**src/rtl/mem_stage_lsu_pkg.sv**
```systemverilog
// Shared definitions for the memory-stage load/store unit.
//   - RV32I load/store funct3 encodings
//   - LSU state encoding
//   - Fault cause codes
//   - Legality and alignment helpers used when an access is first seen
package mem_stage_lsu_pkg;

    // Access width/sign encodings (RV32I funct3 for LOAD/STORE)
    localparam logic [2:0] F3_B  = 3'b000;
    localparam logic [2:0] F3_H  = 3'b001;
    localparam logic [2:0] F3_W  = 3'b010;
    localparam logic [2:0] F3_BU = 3'b100;
    localparam logic [2:0] F3_HU = 3'b101;

    typedef enum logic [1:0] {
        ST_IDLE = 2'b00,
        ST_REQ  = 2'b01,
        ST_DONE = 2'b10
    } lsu_state_e;

    localparam logic [1:0] CAUSE_NONE     = 2'b00;
    localparam logic [1:0] CAUSE_MISALIGN = 2'b01;
    localparam logic [1:0] CAUSE_TIMEOUT  = 2'b10;
    localparam logic [1:0] CAUSE_ILLEGAL  = 2'b11;

    // Stores only have B/H/W; loads additionally have the unsigned B/H forms.
    function automatic logic f3_illegal(input logic is_store, input logic [2:0] f3);
        logic legal;
        if (is_store) begin
            legal = (f3 == F3_B) || (f3 == F3_H) || (f3 == F3_W);
        end else begin
            legal = (f3 == F3_B) || (f3 == F3_H) || (f3 == F3_W) ||
                    (f3 == F3_BU) || (f3 == F3_HU);
        end
        return !legal;
    endfunction

    function automatic logic addr_misaligned(input logic [2:0] f3, input logic [1:0] lo);
        logic mis;
        case (f3)
            F3_H, F3_HU: mis = lo[0];
            F3_W:        mis = (lo != 2'b00);
            default:     mis = 1'b0;
        endcase
        return mis;
    endfunction

endpackage

```
**src/rtl/mem_stage_lsu_align.sv**
```systemverilog
// Lane steering for the load/store unit (purely combinational).
//   funct3    : access width/sign
//   addr_lo   : byte offset within the word
//   wdata     : store data (rs2)
//   rdata     : raw bus read word
//   be        : byte enables for the access
//   wdata_rep : store data replicated across the byte lanes
//   rdata_ext : selected load lane, sign- or zero-extended
// Illegal funct3 values give be=0 and rdata_ext=0.
module lsu_align
    import mem_stage_lsu_pkg::*;
(
    input  logic [2:0]  funct3,
    input  logic [1:0]  addr_lo,
    input  logic [31:0] wdata,
    input  logic [31:0] rdata,
    output logic [3:0]  be,
    output logic [31:0] wdata_rep,
    output logic [31:0] rdata_ext
);

    logic [31:0] lane;

    always_comb begin
        lane      = rdata >> {addr_lo, 3'b000};
        be        = 4'b0000;
        wdata_rep = wdata;
        rdata_ext = 32'h0;
        case (funct3)
            F3_B: begin
                be        = 4'b0001 << addr_lo;
                wdata_rep = {4{wdata[7:0]}};
                rdata_ext = {{24{lane[7]}}, lane[7:0]};
            end
            F3_BU: begin
                be        = 4'b0001 << addr_lo;
                wdata_rep = {4{wdata[7:0]}};
                rdata_ext = {24'h0, lane[7:0]};
            end
            F3_H: begin
                be        = 4'b0011 << addr_lo;
                wdata_rep = {2{wdata[15:0]}};
                rdata_ext = {{16{lane[15]}}, lane[15:0]};
            end
            F3_HU: begin
                be        = 4'b0011 << addr_lo;
                wdata_rep = {2{wdata[15:0]}};
                rdata_ext = {16'h0, lane[15:0]};
            end
            F3_W: begin
                be        = 4'b1111;
                rdata_ext = lane;
            end
            default: ;
        endcase
    end

endmodule

```
**src/rtl/mem_stage_lsu.sv**
```systemverilog
// Memory-stage load/store unit between EX_MEM and MEM_WB.
// Turns MemReadM/MemWriteM into a req/ack data bus transaction, stalls the
// pipeline while it is outstanding, and returns aligned/extended load data.
//   CLK, RST_N              : clock, async active-low reset
//   MemReadM, MemWriteM     : load / store present in MEM
//   Funct3M, ALUResultM     : access width/sign and byte address
//   WriteDataM              : store data
//   RD                      : load result latched by MEM_WB
//   StallM                  : hold IF..MEM
//   FaultM, FaultCause      : one-cycle fault pulse and its cause
//   DmemReq/We/Addr/WData/Be: registered bus request, stable until ack
//   DmemRData, DmemAck      : bus response
module mem_stage_lsu
    import mem_stage_lsu_pkg::*;
#(
    parameter int unsigned TIMEOUT = 16,
    parameter int unsigned ADDR_W  = 32
) (
    input  logic              CLK,
    input  logic              RST_N,
    input  logic              MemReadM,
    input  logic              MemWriteM,
    input  logic [2:0]        Funct3M,
    input  logic [ADDR_W-1:0] ALUResultM,
    input  logic [31:0]       WriteDataM,
    output logic [31:0]       RD,
    output logic              StallM,
    output logic              FaultM,
    output logic [1:0]        FaultCause,
    output logic              DmemReq,
    output logic              DmemWe,
    output logic [ADDR_W-1:0] DmemAddr,
    output logic [31:0]       DmemWData,
    output logic [3:0]        DmemBe,
    input  logic [31:0]       DmemRData,
    input  logic              DmemAck
);

    localparam int unsigned   CntW    = $clog2(TIMEOUT);
    localparam logic [CntW-1:0] CntLast = CntW'(TIMEOUT - 1);

    lsu_state_e        state_q, state_d;
    logic [CntW-1:0]   cnt_q, cnt_d;
    logic              req_q, req_d;
    logic              we_q, we_d;
    logic [ADDR_W-1:0] addr_q, addr_d;
    logic [3:0]        be_q, be_d;
    logic [31:0]       wdata_q, wdata_d;
    logic [2:0]        f3_q, f3_d;
    logic [1:0]        lo_q, lo_d;
    logic [31:0]       rd_q, rd_d;

    logic              access;
    logic              illegal;
    logic              misal;
    logic              stall_c;
    logic              fault_c;
    logic [1:0]        cause_c;
    logic [2:0]        al_f3;
    logic [1:0]        al_lo;
    logic [3:0]        al_be;
    logic [31:0]       al_wdata;
    logic [31:0]       al_rdata;

    assign access  = MemReadM | MemWriteM;
    assign illegal = f3_illegal(MemWriteM, Funct3M);
    assign misal   = addr_misaligned(Funct3M, ALUResultM[1:0]);

    // One aligner serves both directions: in IDLE it shapes the incoming
    // store/enables, afterwards it extracts the load lane from latched state.
    assign al_f3 = (state_q == ST_IDLE) ? Funct3M : f3_q;
    assign al_lo = (state_q == ST_IDLE) ? ALUResultM[1:0] : lo_q;

    lsu_align u_align (
        .funct3    (al_f3),
        .addr_lo   (al_lo),
        .wdata     (WriteDataM),
        .rdata     (DmemRData),
        .be        (al_be),
        .wdata_rep (al_wdata),
        .rdata_ext (al_rdata)
    );

    always_comb begin
        state_d = state_q;
        cnt_d   = cnt_q;
        req_d   = req_q;
        we_d    = we_q;
        addr_d  = addr_q;
        be_d    = be_q;
        wdata_d = wdata_q;
        f3_d    = f3_q;
        lo_d    = lo_q;
        rd_d    = rd_q;
        stall_c = 1'b0;
        fault_c = 1'b0;
        cause_c = CAUSE_NONE;

        case (state_q)
            ST_IDLE: begin
                if (access) begin
                    if (illegal) begin
                        fault_c = 1'b1;
                        cause_c = CAUSE_ILLEGAL;
                        rd_d    = 32'h0;
                    end else if (misal) begin
                        fault_c = 1'b1;
                        cause_c = CAUSE_MISALIGN;
                        rd_d    = 32'h0;
                    end else begin
                        stall_c = 1'b1;
                        req_d   = 1'b1;
                        we_d    = MemWriteM;
                        addr_d  = {ALUResultM[ADDR_W-1:2], 2'b00};
                        be_d    = al_be;
                        wdata_d = al_wdata;
                        f3_d    = Funct3M;
                        lo_d    = ALUResultM[1:0];
                        cnt_d   = '0;
                        state_d = ST_REQ;
                    end
                end
            end
            ST_REQ: begin
                stall_c = 1'b1;
                cnt_d   = cnt_q + CntW'(1);
                // An ack on the final allowed cycle beats the timeout.
                if (DmemAck) begin
                    if (!we_q) begin
                        rd_d = al_rdata;
                    end
                    req_d   = 1'b0;
                    we_d    = 1'b0;
                    state_d = ST_DONE;
                end else if (cnt_q == CntLast) begin
                    fault_c = 1'b1;
                    cause_c = CAUSE_TIMEOUT;
                    rd_d    = 32'h0;
                    req_d   = 1'b0;
                    we_d    = 1'b0;
                    state_d = ST_DONE;
                end
            end
            ST_DONE: begin
                // Pipeline advances on this edge; the instruction still on the
                // inputs is the one just finished and must not be re-issued.
                cnt_d   = '0;
                state_d = ST_IDLE;
            end
            default: begin
                req_d   = 1'b0;
                we_d    = 1'b0;
                state_d = ST_IDLE;
            end
        endcase
    end

    always_ff @(posedge CLK or negedge RST_N) begin
        if (!RST_N) begin
            state_q <= ST_IDLE;
            cnt_q   <= '0;
            req_q   <= 1'b0;
            we_q    <= 1'b0;
            addr_q  <= '0;
            be_q    <= 4'b0000;
            wdata_q <= 32'h0;
            f3_q    <= 3'b000;
            lo_q    <= 2'b00;
            rd_q    <= 32'h0;
        end else begin
            state_q <= state_d;
            cnt_q   <= cnt_d;
            req_q   <= req_d;
            we_q    <= we_d;
            addr_q  <= addr_d;
            be_q    <= be_d;
            wdata_q <= wdata_d;
            f3_q    <= f3_d;
            lo_q    <= lo_d;
            rd_q    <= rd_d;
        end
    end

    // Combinational outputs are forced low while reset is asserted so a
    // pending access on the inputs cannot leak a stall or fault.
    assign StallM     = stall_c & RST_N;
    assign FaultM     = fault_c & RST_N;
    assign FaultCause = RST_N ? cause_c : CAUSE_NONE;
    assign RD         = rd_q;
    assign DmemReq    = req_q;
    assign DmemWe     = we_q;
    assign DmemAddr   = addr_q;
    assign DmemWData  = wdata_q;
    assign DmemBe     = be_q;

endmodule

```
**config.mk**
```make
export PLATFORM = sky130hd
export DESIGN_NAME = mem_stage_lsu
export DESIGN_NICKNAME = d
export VERILOG_FILES = /design/src/rtl/mem_stage_lsu_pkg.sv /design/src/rtl/mem_stage_lsu_align.sv /design/src/rtl/mem_stage_lsu.sv
export SDC_FILE = /design/constraint.sdc
export NUM_CORES = 1
export LEC_CHECK = 0
export CAP_MARGIN = 10
export CORE_ASPECT_RATIO = 1.4
export CORE_MARGIN = 2
export CORE_UTILIZATION = 35
export CTS_BUF_LIST = sky130_fd_sc_hd__clkbuf_8
export CTS_CLUSTER_SIZE = 12
export DETAILED_ROUTE_END_ITERATION = 6
export GPL_TIMING_DRIVEN = 0
export PLACE_DENSITY = 0.67
export REMOVE_ABC_BUFFERS = 1
export SLEW_MARGIN = 0
export SYNTH_ARGS = -nofsm -noshare
export SYNTH_HDL_FRONTEND = slang
export SYNTH_HIERARCHICAL = 1
export SYNTH_SLANG_ARGS = --single-unit
```
**constraint.sdc**
```tcl
create_clock -name CLK -period 2.6 [get_ports CLK]
set_input_delay 0.52 -clock CLK [delete_from_list [all_inputs] [get_ports CLK]]
set_output_delay 0.52 -clock CLK [all_outputs]
set_load 0.02 [all_outputs]
```
==> impl_metrics.py <==
metrics = {
    "outcome": {
        "status": "finished clean",
    },
    "clock_network": {
        "insertion_delay_ns": 0.38,
        "cts_made_buffers": 9,
        "cts.sinks": 111,
        "cts_buffer_depth": 2,
        "cts_tree": "built",
        "h-tree-depth": 3,
        "path_clk_slew_ns": 0.12,
        "cts_root_buf": "clkbuf_8",
    },
    "yosys": {
        "synth_edf_count": 0,
        "syn_inst": 519,
        "yosys-top-cells-area": "dfrtp_1 (45%), mux2_4 (14%), mux2i_1 (9.3%)",
        "synth_commonest_cells": "dfrtp_1 (111), mux2_4 (58), mux2i_1 (58)",
        "synth.top_cell.area_share_pct": 44.6,
        "synth_most_common_cell": "dfrtp_1",
        "yosys.area.top_type": "dfrtp_1",
        "yosys_register_bits": 111,
        "ys.flop_type": "dfrtp_1",
        "avgSynthCellArea_um2": 12.0,
        "yosysWarnings": 6,
        "synth-seq-area-share_pct": 44.6,
        "syn_area_mm2": 0.00623,
        "async_reset_ff_share_pct": 100,
        "yosysUniqueCellTypes": 48,
    },
    "floorplan": {
        "die_y_um": 162,
        "io_pins": 210,
        "die_w_um": 117,
        "initial_core_util_pct": 35.8,
        "core_mm2": 0.0174,
        "die-area_mm2": 0.0189,
        "rows": 57,
    },
    "timing": {
        "rsz0062_at_grt": "no",
        "post-route-min-period_ns": 2.53,
        "setup_viol": 0,
        "hold_viol": 0,
        "min_period_over_period_pct": 97.2,
        "max-slew-margin-rel_pct": 46.9,
        "tns_ns": 0,
        "fmax_mhz": 396,
        "worst_pin_slew_ns": 0.795,
        "slew_violations": 0,
        "setup_ws_ns": 0.0724,
        "finClkSkew_ns": 0.0197,
    },
    "finish": {
        "insertedDiodeCount": 0,
        "final_nets": 820,
        "layout-drive-gt1-share_pct": 21.3,
        "finalInstanceArea_mm2": 0.00873,
        "fin_util_pct": 50.2,
        "syn_to_final_growth_pct": 40.1,
    },
    "detailed_routing": {
        "ant_nets": 0,
        "drc": 0,
        "routed_wl_um": 17300,
        "routed_via_density": 4.91,
        "dr.pass1.iters": 6,
        "wl_per_cell_um": 18.1,
        "drt_iter0_drc": 177,
        "dr_total_vias": 4696,
    },
    "worst_setup_path": {
        "crit_arrival_ns": 2.01,
        "worst-path-buf-inv": 2,
        "crit_type": "input pin to output pin",
        "reg2reg_from": "state_q[0]",
        "critPathRequiredTime_ns": 2.08,
        "crit_family": "simple AND/OR/NAND/NOR gates",
        "worstSetupStartpointType": "input pin",
        "path_cells": "dlygate4sd2_1, or4_4, and2_4, and3_1, clkdlybuf4s15_1",
        "cp_max_fo": 7,
        "critPathCaptureType": "output pin",
        "max_stage_delay_ns": 0.50,
        "cp_slowest_cell": "or4_4",
        "cp-startpoint": "ALUResultM[1]",
    },
    "placement": {
        "port_buffers": 207,
        "dp_hpwl_um": 11500,
        "post-place-ws_ns": -1.53,
        "placed_area_mm2": 0.00830,
        "place_congestion": 0.767,
    },
    "worst_hold_path": {
        "hp-class": "input pin to async pin",
    },
    "global_route": {
        "grt_pass1_wl_um": 27100,
        "grt_pass1_vias": 5184,
        "grt_max_degree": 64,
        "grt_overflow": 0,
        "grt_usage_pct": 18.3,
        "antenna_found_initial": 0,
    },
    "power": {
        "p_per_area_mw_per_mm2": 1080,
        "leakagePower_nw": 3.90,
        "vdd_drop_max_uv": 528,
        "finalPower_w": 0.00940,
    },
    "flow_run": {
        "maxCapViolations": 0,
    },
}
kinds of logic after synthesis:
kind of cell	share of synthesized area [%]
compound gates	9.50
xor+xnor	0.422
fa+ha+maj	0.201
buf+inv	7.67
flops	44.6
mux	30.0
other cells	0.0602
simple gates	7.59
routing by layer:
metal / up-vias / track usage (%) / routed length (um)
li1: 2172 / - / -
met1: 2333 / 21.2 / 6620
met2: 168 / 32.3 / 9070
met3: 23 / 4.89 / 1220
met4: 0 / 5.99 / 364
met5: - / 0 / 0
power by group:
part	switching, W	total (W)	internal, W
Sequential	0.000440	0.00283	0.00239
Clock	0.000657	0.00115	0.000490
Combinational	0.00259	0.00543	0.00283
Total	0.00369	0.00940	0.00571
sequential cells by signal, summed over array words and instances, names as in the netlist, 2 cells and up:
signal	flops
RD	32
cnt_q	4
DmemAddr	30
DmemBe	4
state_q	2
f3_q	3
lo_q	2
DmemWData	32
final cells by class:
class                           count  area, um2
Inverter                           34        128
Tap cell                          236        295
Multi-Input combinational cell    337       3120
Timing Repair Buffer              222       2200
Fill cell                        1634       8670
Clock buffer                       10        138
Sequential cell                   111       2780
Clock inverter                      6       72.6
cells in the final DEF, fill, tap and decap left out, types with 9 or more instances in the layout:
cell	count
dfrtp_1	109
o21ai_0	24
a211oi_1	16
inv_1	34
clkdlybuf4s50_1	197
mux2_4	61
buf_4	13
nor2_1	17
nand2_1	47
a21o_1	9
a21oi_1	12
mux2_2	32
mux2i_1	58
clkbuf_8	10
worst register-to-register path: stages (launching register included):
cell and delay (ns):
dfrtp_2 0.46, nor2_4 0.24, mux2_8 0.48, and2b_2 0.33
a2bb2oi_4 0.25, a2bb2oi_4 0.27, o21ai_0 0.13, nand2_1 0.07
mux2i_1 0.06
per-stage QoR:
| step | hold WS, ns | cells |
|---|---|---|
| after CTS | 0.0666 | 949 |
| final | 0.0559 | 956 |
| after detailed placement | 0.492 | 923 |
| after global placement | 0.485 | 921 |
| after floorplan | 0.224 | 478 |
| after global routing | 0.0742 | 956 |
repair_timing:
item,CTS,global route
setup endpoints to repair,107,35
resized for setup,29,13
pin swaps,2,1
hold buffers,0,0
setup buffers,6,7
cloned,4,0
path summary, 6_finish.rpt:
path / to / slack, ns / cells past startpoint
max reg2reg: RD[17] / 0.17 / 8
min: cnt_q[3] / 0.06 / 1
min in group CLK: f3_q[0] / 0.50 / 2
max: FaultCause[0] / 0.07 / 5
max in group asynchronous: DmemWData[7] / 1.82 / 2
min reg2reg: DmemWData[4] / 0.52 / 1
(Power assumes the default switching activity.)
